`config.mk`:
```
export PLATFORM = sky130hd
export DESIGN_NAME = axis_s_rx
export DESIGN_NICKNAME = d
export VERILOG_FILES = /design/src/rtl/axis_pkg.sv /design/src/rtl/axis_fifo.sv /design/src/rtl/axis_s_rx.sv
export SDC_FILE = /design/constraint.sdc
export NUM_CORES = 1
export LEC_CHECK = 0
export ABC_AREA = 1
export ABC_CLOCK_PERIOD_IN_PS = 2660
export BUFFER_PORTS_ARGS = -buffer_cell sky130_fd_sc_hd__buf_4
export CAP_MARGIN = 30
export CORE_ASPECT_RATIO = 1.1
export CORE_UTILIZATION = 59
export CTS_CLUSTER_DIAMETER = 50
export DETAILED_ROUTE_END_ITERATION = 10
export GPL_ROUTABILITY_DRIVEN = 0
export PLACE_DENSITY = 0.79
export SETUP_SLACK_MARGIN = 0.5
export SYNTH_ARGS = -nofsm -noshare
export SYNTH_HDL_FRONTEND = slang
export SYNTH_SLANG_ARGS = --single-unit
export TNS_END_PERCENT = 5
```
`constraint.sdc`:
```
create_clock -name s_axis_aclk -period 2.66 [get_ports s_axis_aclk]
set_input_delay 0.399 -clock s_axis_aclk [delete_from_list [all_inputs] [get_ports s_axis_aclk]]
set_output_delay 0.399 -clock s_axis_aclk [all_outputs]
set_load 0.01 [all_outputs]
```
`src/rtl/axis_pkg.sv`:
```
// Shared types and defaults for the AXI-Stream packet receiver.
package axis_pkg;

  typedef enum logic [1:0] {
    IDLE = 2'd0,
    RECV = 2'd1,
    OVF  = 2'd2
  } rx_state_t;

  localparam int DATA_W_DEF = 8;
  localparam int LEN_W      = 8;

  // Next beat count; restart means this beat opens a new packet.
  function automatic logic [LEN_W-1:0] len_inc(input logic [LEN_W-1:0] len,
                                               input logic             restart);
    logic [LEN_W-1:0] base;
    base    = restart ? {LEN_W{1'b0}} : len;
    len_inc = base + {{(LEN_W-1){1'b0}}, 1'b1};
  endfunction

endpackage

```
`src/rtl/axis_fifo.sv`:
```
// First-word-fall-through FIFO: the head entry is visible on o_rd_data while not empty.
module axis_fifo
  import axis_pkg::*;
#(
  parameter int W     = 9,
  parameter int DEPTH = 8
) (
  input  logic                     i_clk,
  input  logic                     i_rst,
  input  logic                     i_wr_en,
  input  logic [W-1:0]             i_wr_data,
  input  logic                     i_rd_en,
  output logic [W-1:0]             o_rd_data,
  output logic                     o_empty,
  output logic                     o_full,
  output logic [$clog2(DEPTH):0]   o_count
);

  localparam int AW = $clog2(DEPTH);

  logic [W-1:0]  r_mem [DEPTH];
  logic [AW-1:0] r_wr_ptr;
  logic [AW-1:0] r_rd_ptr;
  logic [AW:0]   r_count;
  logic          w_wr;
  logic          w_rd;

  assign o_empty   = (r_count == {(AW+1){1'b0}});
  assign o_full    = (r_count == (AW+1)'(DEPTH));
  assign o_count   = r_count;
  assign o_rd_data = o_empty ? {W{1'b0}} : r_mem[r_rd_ptr];

  // A full FIFO refuses writes even when a pop happens in the same cycle.
  assign w_wr = i_wr_en && !o_full;
  assign w_rd = i_rd_en && !o_empty;

  always_ff @(posedge i_clk) begin
    if (w_wr) begin
      r_mem[r_wr_ptr] <= i_wr_data;
    end
  end

  always_ff @(posedge i_clk or posedge i_rst) begin
    if (i_rst) begin
      r_wr_ptr <= {AW{1'b0}};
      r_rd_ptr <= {AW{1'b0}};
      r_count  <= {(AW+1){1'b0}};
    end else begin
      if (w_wr) begin
        r_wr_ptr <= r_wr_ptr + {{(AW-1){1'b0}}, 1'b1};
      end
      if (w_rd) begin
        r_rd_ptr <= r_rd_ptr + {{(AW-1){1'b0}}, 1'b1};
      end
      case ({w_wr, w_rd})
        2'b10:   r_count <= r_count + {{AW{1'b0}}, 1'b1};
        2'b01:   r_count <= r_count - {{AW{1'b0}}, 1'b1};
        default: r_count <= r_count;
      endcase
    end
  end

endmodule

```
`src/rtl/axis_s_rx.sv`:
```
// AXI-Stream slave: frames beats into packets, buffers them in a FWFT FIFO and
// reports length, modulo sum and overlength error per completed packet.
module axis_s_rx
  import axis_pkg::*;
#(
  parameter int DATA_W  = DATA_W_DEF,
  parameter int DEPTH   = 8,
  parameter int MAX_LEN = 16
) (
  input  logic                     s_axis_aclk,
  input  logic                     s_axis_areset,
  input  logic                     s_axis_tvalid,
  input  logic [DATA_W-1:0]        s_axis_tdata,
  input  logic                     s_axis_tlast,
  output logic                     s_axis_tready,
  input  logic                     rd_en,
  output logic [DATA_W-1:0]        dout,
  output logic                     dout_last,
  output logic                     empty,
  output logic                     full,
  output logic [$clog2(DEPTH):0]   count,
  output logic                     pkt_done,
  output logic [7:0]               pkt_len,
  output logic [DATA_W-1:0]        pkt_sum,
  output logic                     pkt_err
);

  rx_state_t         r_state;
  rx_state_t         w_next;
  logic              w_ready;
  logic              w_acc;
  logic              w_store;
  logic              w_restart;
  logic              w_hit_max;
  logic              w_tlast_eff;
  logic              w_complete;
  logic [LEN_W-1:0]  w_len_new;
  logic [DATA_W-1:0] w_sum_new;
  logic [LEN_W-1:0]  r_len;
  logic [DATA_W-1:0] r_sum;
  logic              r_pkt_done;
  logic [7:0]        r_pkt_len;
  logic [DATA_W-1:0] r_pkt_sum;
  logic              r_pkt_err;
  logic [DATA_W:0]   w_rd_data;

  always_ff @(posedge s_axis_aclk or posedge s_axis_areset) begin
    if (s_axis_areset) begin
      r_state <= IDLE;
    end else begin
      r_state <= w_next;
    end
  end

  always_comb begin
    w_next = r_state;
    case (r_state)
      IDLE, RECV: begin
        if (w_acc) begin
          if (s_axis_tlast) begin
            w_next = IDLE;
          end else if (w_hit_max) begin
            w_next = OVF;
          end else begin
            w_next = RECV;
          end
        end else begin
          w_next = r_state;
        end
      end
      OVF: begin
        if (w_acc && s_axis_tlast) begin
          w_next = IDLE;
        end else begin
          w_next = OVF;
        end
      end
      default: w_next = IDLE;
    endcase
  end

  // While discarding an overlength tail the master is never stalled.
  always_comb begin
    w_ready = 1'b0;
    case (r_state)
      IDLE, RECV: w_ready = !full;
      OVF:        w_ready = 1'b1;
      default:    w_ready = 1'b0;
    endcase
  end

  assign s_axis_tready = w_ready && !s_axis_areset;
  assign w_acc         = s_axis_tvalid && s_axis_tready;
  assign w_store       = w_acc && (r_state != OVF);
  assign w_complete    = w_acc && s_axis_tlast;
  assign w_restart     = (r_state == IDLE);
  assign w_len_new     = len_inc(r_len, w_restart);
  assign w_sum_new     = (w_restart ? {DATA_W{1'b0}} : r_sum) + s_axis_tdata;
  assign w_hit_max     = (w_len_new == LEN_W'(MAX_LEN));
  assign w_tlast_eff   = s_axis_tlast || w_hit_max;

  always_ff @(posedge s_axis_aclk or posedge s_axis_areset) begin
    if (s_axis_areset) begin
      r_len      <= {LEN_W{1'b0}};
      r_sum      <= {DATA_W{1'b0}};
      r_pkt_done <= 1'b0;
      r_pkt_len  <= 8'd0;
      r_pkt_sum  <= {DATA_W{1'b0}};
      r_pkt_err  <= 1'b0;
    end else begin
      r_pkt_done <= w_complete;
      if (w_store) begin
        r_len <= w_len_new;
        r_sum <= w_sum_new;
      end
      // An overlength packet reports the truncated totals frozen at entry to OVF.
      if (w_complete) begin
        if (r_state == OVF) begin
          r_pkt_len <= r_len;
          r_pkt_sum <= r_sum;
          r_pkt_err <= 1'b1;
        end else begin
          r_pkt_len <= w_len_new;
          r_pkt_sum <= w_sum_new;
          r_pkt_err <= 1'b0;
        end
      end
    end
  end

  axis_fifo #(
    .W     (DATA_W + 1),
    .DEPTH (DEPTH)
  ) u_fifo (
    .i_clk     (s_axis_aclk),
    .i_rst     (s_axis_areset),
    .i_wr_en   (w_store),
    .i_wr_data ({w_tlast_eff, s_axis_tdata}),
    .i_rd_en   (rd_en),
    .o_rd_data (w_rd_data),
    .o_empty   (empty),
    .o_full    (full),
    .o_count   (count)
  );

  assign dout      = w_rd_data[DATA_W-1:0];
  assign dout_last = w_rd_data[DATA_W];
  assign pkt_done  = r_pkt_done;
  assign pkt_len   = r_pkt_len;
  assign pkt_sum   = r_pkt_sum;
  assign pkt_err   = r_pkt_err;

endmodule

```
-- Word-level counts from Yosys, hierarchy flattened
Memory sizes are Yosys's and may differ from the RTL's.
Index checks and enable logic that the tools add are counted.
- memory bits (writable): 72
- bits in registers: 46
- memories: 1
- memories (name ; depth ; width ; read ports ; clocked after memory_dff ; write ports ; RTL line ; source):
    u_fifo.r_mem ; 8 ; 9 ; 1 ; 0 ; 1 ; axis_fifo.sv:21 ; logic [W-1:0] r_mem [DEPTH];
- reductions and logical operators: 14
- equal/unequal tests: 8
- add/subtract/negate cells: 6
- multiplexer cells: 15
- operators with widths (cell ; number):
    $mux 8 ; 4
    $mux 9 ; 1
    $add 8x1->8 const B ; 1
    $add 8x8->8 ; 1
    $eq 8x5->1 const B ; 1
    $mux 2 ; 4
    $pmux 4 s2 ; 1
    $add 3x1->3 const B ; 2
    $logic_and 1x1->1 ; 6
    $add 4x1->4 const B ; 1
    $eq 2x1->1 const B ; 2
    $eq 2x2->1 const B ; 2
    $eq 4x4->1 const B ; 1
    $logic_not 4->1 ; 1
    $ne 2x2->1 const B ; 2
    $pmux 2 s2 ; 1
    $sub 4x1->4 const B ; 1
    $logic_not 1->1 ; 3
    $mux 1 ; 3
    $logic_not 2->1 ; 1
    $pmux 1 s2 ; 1
    $reduce_bool 2->1 ; 1
    $reduce_or 2->1 ; 1
    $logic_or 1x1->1 ; 1

-- Logic depth before layout (Yosys ltp)
Gate-level depths: netlist (run 1).
- depth after elaboration: 9
- gate-level depth with buffers: 15
- gate-level depth less buffers: 14

-- Hierarchy
Synthesis (run 1) repeated with hierarchy kept, for this count alone.
- cell total of the unflattened synthesis: 567
- area, all modules: 5615.4 µm²
- modules (own cells, without submodules) (module ; instances ; area each (µm²) ; cells an instance):
    axis_fifo ; 1 ; 3503.4 ; 295
    axis_s_rx ; 1 ; 2112.0 ; 272

-- Worst setup path after synthesis (run 1)
No wires, ideal clock.
- kind: input-to-reg
- start: in s_axis_areset
- end: reg u_fifo.r_count[2] (netlist: u_fifo.o_count[2])
- data required time: 2532 ps
- setup time: 128 ps
- cell stages on the path: 12
- slack: -511 ps
- arrival: 3043 ps
- path buffers: 1
- cell sequence: inv_1 -> nand4_4 -> nor2_8 -> inv_2 -> buf_2 -> ha_1 -> nor2_1 -> nor2_1 -> ha_1 -> a21oi_1 -> xor2_1 -> o21ai_0
- word-level cells in the longest chain between the ends: 7
- ends and longest elaborated chain (item ; RTL line ; source):
    from (decl) ; axis_s_rx.sv:11 ; input logic s_axis_areset,
    $logic_not 1->1 (no source line) (*) ; n/a ;
    $logic_and 1x1->1 (*) ; axis_s_rx.sv:92 ; assign s_axis_tready = w_ready && !s_axis_areset;
    $logic_and 1x1->1 (*) ; axis_s_rx.sv:93 ; assign w_acc = s_axis_tvalid && s_axis_tready;
    $logic_and 1x1->1 (*) ; axis_s_rx.sv:94 ; assign w_store = w_acc && (r_state != OVF);
    $logic_and 1x1->1 (*) ; axis_fifo.sv:34 ; assign w_wr = i_wr_en && !o_full;
    $eq 2x1->1 or $eq 2x2->1 (tied branches) ; axis_fifo.sv:55 ; case ({w_wr, w_rd})
    $pmux 4 s2 or $reduce_bool 2->1 (tied branches) ; n/a ;
    to (signal assigned) ; axis_fifo.sv:56 ; 2'b10: r_count <= r_count + {{AW{1'b0}}, 1'b1};
    to (signal assigned) ; axis_fifo.sv:57 ; 2'b01: r_count <= r_count - {{AW{1'b0}}, 1'b1};
    to (signal assigned) ; axis_fifo.sv:58 ; default: r_count <= r_count;
    to (decl) ; axis_fifo.sv:24 ; logic [AW:0] r_count;
Mark *: on every way between the ends. The rest lies on a longest branch, timed or not.
A chain may end at the register's enable or synchronous reset.

-- Worst setup path after layout (run 1)
- start: reg u_fifo.r_rd_ptr[0]
- end: out dout[6]
- word-level cells in the longest chain between the ends: 2
- ends and longest elaborated chain (item ; RTL line ; source):
    from (decl) ; axis_fifo.sv:23 ; logic [AW-1:0] r_rd_ptr;
    from (signal assigned) ; axis_fifo.sv:46 ; r_rd_ptr <= {AW{1'b0}};
    from (signal assigned) ; axis_fifo.sv:53 ; r_rd_ptr <= r_rd_ptr + {{(AW-1){1'b0}}, 1'b1};
    $mem_v2 8x9 ; n/a ;
    $mux 9 ; axis_fifo.sv:31 ; assign o_rd_data = o_empty ? {W{1'b0}} : r_mem[r_rd_ptr];
    to (decl) ; axis_s_rx.sv:17 ; output logic [DATA_W-1:0] dout,
No other way between the ends.

==> flow_metrics.py, run 1 <==
metrics = {
    "status": {
        "status": "completed",
    },
    "power_and_ir_drop": {
        "power_density_mw_per_mm2": 1160,
        "power_leakage_nw": 3.03,
        "internal_power_mw": 5.15,
        "p_sw_frac": 0.374,
        "combPwrFrac": 0.410,
        "p_switching_mw": 3.08,
        "ir_drop_uv": 622,
        "clkPwrFrac": 0.274,
        "seq_power_share": 0.316,
    },
    "timing": {
        "tightest_slew_ps": 599,
        "setup_violations": 0,
        "layout_worst_path_cycle_share": 0.949,
        "fin_skew_ps": 7.44,
        "holdWs_ps": 93.9,
        "tns_ps": 0,
        "fmax_ghz": 0.396,
        "fin_crit_ps": 2520,
        "setup_slack_ps": 136,
        "drv_slew": 0,
        "timing.slew.headroom": 0.601,
        "finalHoldViolations": 0,
        "rsz0062_at_grt": "yes",
    },
    "synth": {
        "synth_compound_area_frac": 0.101,
        "synth_seq_area_share": 0.603,
        "synth_top_area_share": 0.394,
        "synthFlopType": "edfxtp_1",
        "syn_inst": 544,
        "synth_fa_ha_area_frac": 0.0333,
        "syn_nets": 571,
        "synth_top_family_by_area": "simple AND/OR/NAND/NOR gates",
        "syn_area_per_cell_sq_um": 10.1,
        "ys_ff_latch": 118,
        "synth-simple-area-share": 0.192,
        "yosysUniqueCellTypes": 39,
        "syn_area_sq_mm": 0.00549,
        "synth_area_leaders": "edfxtp_1 39%, dfrtp_1 21%, nor2_1 8.5%",
        "synth.largest_area_cell": "edfxtp_1",
        "synth_edf_count": 72,
        "synthXorXnorAreaFrac": 0.0207,
        "async_flop_share": 0.390,
        "synthMuxAreaShare": 0,
        "yosys_warnings": 0,
    },
    "finish": {
        "mostFrequentLayoutCell": "nor2_1",
        "fillCellCount": 500,
        "diodes": 0,
        "num-nets-final": 660,
        "layout_common_cells": "120 x nor2_1, 87 x nand2_1, 78 x buf_4",
        "areaGrowthSynthToFinish_pct": 28.9,
        "layout.cells.non_filler": 760,
        "layout-drive-gt1-share": 0.279,
    },
    "routing": {
        "drt_iter0_markers": 412,
        "drt_first_pass_iters": 6,
        "vias": 4543,
        "ant_nets": 0,
        "drt-total-wl_um": 15200,
        "vias_per_cell": 5.98,
        "drcViolationCount": 0,
        "wl_per_cell_um": 20.0,
    },
    "die": {
        "die_area_sq_mm": 0.00970,
        "start_util": 0.613,
        "rows": 36,
        "die_w_um": 94.0,
        "die_y_um": 103,
        "fp.coreArea_sq_mm": 0.00896,
        "pin_count": 47,
    },
    "worst_setup_path": {
        "critical_path_class": "flop to output pin",
        "critPathArrivalTime_ps": 2120,
        "critPathCaptureType": "output pin",
        "cpPeakStageDelay_ps": 520,
        "crit_fanout": 6,
        "required_ps": 2260,
        "path_delay_family": "flip-flops",
        "worstPathBufferInverterCount": 4,
        "cp_cell_sequence": "buf_6 > inv_4 > buf_4 > nor2_1 > o32ai_1 > o21ai_1 > nor2_1 > buf_4",
        "cpMaxStageDelayCell": "dfrtp_2",
        "startpoint_type": "flop",
    },
    "job": {
        "cap_violations": 0,
    },
    "clock_tree": {
        "cts_hold_buf": 0,
        "numCtsBuffers": 17,
        "clkSinkCount": 118,
        "clk_pin_slew_ps": 60,
        "clk_path_buf_depth": 2,
        "htreeDepth": 4,
        "cts_tree": "done",
        "clk-insertion-delay-late_ps": 530,
        "clockRootBuffer": "clkbuf_8",
    },
    "global_route": {
        "use_met3": 0.0621,
        "grt_usage": 0.316,
        "grt_max_degree": 47,
        "grt_pass1_wl_um": 22100,
        "antenna_found_initial": 0,
        "grt_use_met2": 0.563,
        "grt_pass1_vias": 4376,
        "grt-ovfl-total": 0,
        "busiest_layer": "met2",
        "use_met1": 0.362,
    },
    "placement": {
        "hpwl_um": 8610,
        "place_inst": 707,
        "dp_slack_ps": 276,
        "io_buffers": 46,
    },
    "min_path": {
        "min_path_type": "input port to asynchronous set/reset pin",
    },
}
[power by group through the flow]
stage	registers [mW]	logic [mW]	clock network (mW)
final	2.60	3.38	2.26
after global routing	2.63	3.62	2.33
after CTS	2.57	3.06	2.25
after detailed placement	2.57	2.60	0
after global placement	2.55	2.50	0
after floorplan	2.57	1.59	0
[sequential cells by signal (all words and copies together), names as in the netlist]
signal	count
pkt_done	1
pkt_err	1
pkt_len	8
pkt_sum	8
r_len	8
r_state	2
r_sum	8
u_fifo.o_count	4
u_fifo.r_mem	72
u_fifo.r_rd_ptr	3
u_fifo.r_wr_ptr	3
[Yosys cell counts (all sizes together) (2+ instances only)]
cell type / number
nor2: 132
nand2: 94
edfxtp: 72
dfrtp: 46
o21ai: 45
inv: 43
o32ai: 18
buf: 15
nand3: 15
ha: 13
o22ai: 11
xor2: 11
a21oi: 7
clkbuf: 5
o211ai: 4
nand4: 3
o21bai: 2
xnor2: 2
[area by class of cell]
type | instances | area (sq um) | share of cell area
Timing Repair inverter | 2 | 17.5 | 0.00247
Inverter | 44 | 178 | 0.0251
Tap cell | 114 | 143 | 0.0201
Sequential cell | 118 | 3320 | 0.469
Clock inverter | 15 | 166 | 0.0235
Timing Repair Buffer | 88 | 756 | 0.107
Multi-Input combinational cell | 362 | 2090 | 0.295
Clock buffer | 17 | 414 | 0.0585
[cells by family after synthesis]
family / after synthesis
buffers and inverters: 64
adders and majority gates: 14
AOI/OAI and AO/OA: 88
xor gates and xnor gates: 13
DFF: 118
and+or+nand+nor: 247
[metal layers]
layer	vias to the layer above	wire length (um)
met5	-	0
li1	2035	-
met3	66	1150
met1	2186	5340
met4	0	738
met2	256	7950
[worst paths after layout]
path / startpoint / to / slack, ps / cells after the start
max in group asynchronous: s_axis_areset / r_state[0]$_DFFE_PP0P_ / 2140 / 3
min in group s_axis_aclk: s_axis_tdata[0] / u_fifo.r_mem[0][0]$_DFFE_PP_ / 120 / 1
worst max register to register: u_fifo.o_count[1]$_DFFE_PP0P_ / u_fifo.o_count[2]$_DFFE_PP0P_ / 350 / 13
worst max-delay path: u_fifo.r_rd_ptr[0]$_DFFE_PP0P_ / dout[6] / 140 / 8
worst min-delay path: s_axis_areset / r_len[0]$_DFFE_PP0P_ / 90 / 3
worst min register to register: pkt_err$_DFFE_PP0P_ / pkt_err$_DFFE_PP0P_ / 490 / 2
[through the flow]
step	total power, mW	utilization	area, sq um
final	8.23	0.790	7080
after global routing	8.59	0.790	7080
after CTS	7.88	0.769	6890
after detailed placement	5.17	0.678	6080
after global placement	5.05	0.678	6080
after floorplan	4.17	-	5530
[worst register-to-register path: stages (launching register included)]
cell,delay [ps]
dfrtp_2,450
nor2_1,210
nand4_2,160
nand4_4,160
nor2_8,60
clkinv_2,180
ha_4,190
nand2_1,70
inv_1,80
nor2_1,50
ha_2,170
a21oi_2,130
xor2_1,200
o21ai_1,80
[what timing repair did]
action,in CTS,in global routing
pin swaps,11,21
endpoints found under the setup margin,29,101
gates resized for setup,36,38
cloned,3,1
setup buffers,10,7
Note: power is estimated with default switching activity, not from simulation.
==> run 2: changes to the inputs <==
Settings changed: SETUP_SLACK_MARGIN 0.5 to 0.02.
==> run 2 against run 1 <==
Net effect:
- wire length down 10%
- die area is the same
- largest cell class unchanged
- sequential power is 2% lower
- power decreased by 5.5%
- highest routed layer unchanged
- via count fell by 5.2%
- critical path depth fell by 1
- combinational power down 21%
==> flow_metrics.py, run 2 (synthesis results as in run 1) <==
metrics = {
    "status": {
        "status": "completed",
    },
    "timing": {
        "layout_worst_path_cycle_share": 0.941,
        "fin_skew_ps": 6.27,
        "rsz0062_at_grt": "no",
        "tightest_slew_ps": 597,
        "finalHoldViolations": 0,
        "timing.slew.headroom": 0.602,
        "setup_violations": 0,
        "tns_ps": 0,
        "fin_crit_ps": 2500,
        "drv_slew": 0,
        "fmax_ghz": 0.399,
    },
    "routing": {
        "drt_first_pass_iters": 5,
        "ant_nets": 0,
        "vias_per_cell": 5.80,
        "vias": 4305,
        "wl_per_cell_um": 18.3,
        "drt-total-wl_um": 13600,
        "drcViolationCount": 0,
        "drt_iter0_markers": 355,
    },
    "placement": {
        "place_area_sq_mm": 0.00610,
        "io_buffers": 46,
        "hpwl_um": 8580,
    },
    "clock_tree": {
        "cts.repair.resized": 0,
        "clockRootBuffer": "clkbuf_8",
        "clk_path_buf_depth": 2,
        "cts_hold_buf": 0,
        "cts_tree": "done",
        "clk_pin_slew_ps": 60,
        "htreeDepth": 4,
        "post_cts_buffers": 0,
        "numCtsBuffers": 17,
        "clkSinkCount": 118,
        "clk-insertion-delay-late_ps": 510,
    },
    "global_route": {
        "antenna_found_initial": 0,
        "grt-ovfl-total": 0,
        "grt_max_degree": 47,
        "grt_pass1_vias": 4205,
        "grt_usage": 0.300,
        "grt_pass1_wl_um": 21200,
    },
    "worst_setup_path": {
        "crit_cells": 7,
        "critical_path_class": "flop to output pin",
        "worstPathBufferInverterCount": 3,
        "worstReg2RegStart": "r_state[0]$_DFFE_PP0P_",
        "critPathArrivalTime_ps": 2100,
        "startpoint_type": "flop",
        "crit_top_cell": "nor2_1",
        "r2r_cells": 11,
        "required_ps": 2260,
        "r2r-end": "pkt_sum[7]$_DFFE_PP0P_",
        "crit_fanout": 29,
        "cp_cell_sequence": "inv_2 > buf_12 > nor2_1 > o32ai_1 > o21ai_0 > nor2_1 > buf_4",
        "cpPeakStageDelay_ps": 410,
        "critPathCaptureType": "output pin",
        "reg2reg_slack_ps": 380,
        "cpMaxStageDelayCell": "dfrtp_1",
        "path_delay_family": "buffers and inverters",
    },
    "finish": {
        "mostFrequentLayoutCell": "nor2_1",
        "layout_common_cells": "125 x nor2_1, 89 x nand2_1, 72 x edfxtp_1",
        "largest_register": "u_fifo.r_mem",
        "diodes": 0,
        "largest_reg_flops": 72,
        "fillCellCount": 567,
        "num-nets-final": 642,
        "final_cell_area_sq_mm": 0.00675,
        "areaGrowthSynthToFinish_pct": 23.0,
        "layout-drive-gt1-share": 0.209,
    },
    "power_and_ir_drop": {
        "power_leakage_nw": 2.90,
        "ir_drop_uv": 587,
        "power_density_mw_per_mm2": 1150,
    },
    "die": {
        "die_area_sq_mm": 0.00970,
        "fp.coreArea_sq_mm": 0.00896,
        "pin_count": 47,
        "die_w_um": 94.0,
        "rows": 36,
        "die_y_um": 103,
        "start_util": 0.613,
    },
    "job": {
        "cap_violations": 0,
    },
    "min_path": {
        "min_path_type": "input port to asynchronous set/reset pin",
    },
}
run 2: changes by cell type in the layout (fill, tap and decap cells not counted), moves of 7 or more:
cell	before	now
o32ai_1	5	18
o21ai_0	13	35
o32ai_2	13	0
o21ai_1	28	9
buf_4	78	71
run 2: area by class of cell:
| cell class | instances | area (sq um) | share of cell area |
|---|---|---|---|
| sequential | 118 | 3310 | 0.491 |
| multi-input combinational | 362 | 1930 | 0.285 |
| timing repair buffer | 72 | 553 | 0.0819 |
| clock buffer | 19 | 422 | 0.0624 |
| clock inverter | 13 | 228 | 0.0337 |
| inverter | 44 | 169 | 0.0250 |
| tap | 114 | 143 | 0.0211 |
run 2: how the worst max path moves through the flow:
stage | startpoint | end | slack, ps
3_5_place_dp | r_state[0]$_DFFE_PP0P_ | pkt_sum[6]$_DFFE_PP0P_ | 420
6_report | u_fifo.r_rd_ptr[0]$_DFFE_PP0P_ | dout[7] | 160
5_1_grt | u_fifo.r_rd_ptr[0]$_DFFE_PP0P_ | dout[7] | 60
4_1_cts | u_fifo.r_rd_ptr[0]$_DFFE_PP0P_ | dout[7] | 140
2_1_floorplan | s_axis_areset | u_fifo.o_count[2]$_DFFE_PP0P_ | 20
3_3_place_gp | r_state[0]$_DFFE_PP0P_ | pkt_sum[6]$_DFFE_PP0P_ | 490
run 2: per-layer routing:
layer / vias to the layer above / part of all wire / wire length (um) / track usage
met5: - / 0 / 0 / 0
met4: 0 / 0.029 / 395 / 0.153
met3: 45 / 0.066 / 897 / 0.0563
met2: 215 / 0.52 / 7070 / 0.519
met1: 2057 / 0.39 / 5240 / 0.360
li1: 1988 / - / - / -
run 2: power by group:
group | internal [mW] | leakage, nW | switching (mW) | total [mW]
Sequential | 2.31 | 1.22 | 0.253 | 2.56
Combinational | 1.09 | 1.38 | 1.59 | 2.68
Clock | 1.71 | 0.312 | 0.831 | 2.54
run 2: worst min-delay path, stage by stage:
cell	delay, ps
buf_4	120
clkinvlp_4	80
buf_4	490
run 2: metrics by stage:
step / utilization / setup slack, ps / total power, mW / hold WS, ps / std cells
after floorplan: - / 16.5 / 4.16 / 431 / 544
after global placement: 0.681 / 488 / 5.09 / 459 / 710
after detailed placement: 0.681 / 418 / 5.19 / 467 / 710
after CTS: 0.753 / 141 / 7.79 / 123 / 742
after global routing: 0.753 / 64.3 / 8.18 / 142 / 742
final: 0.753 / 157 / 7.78 / 101 / 742
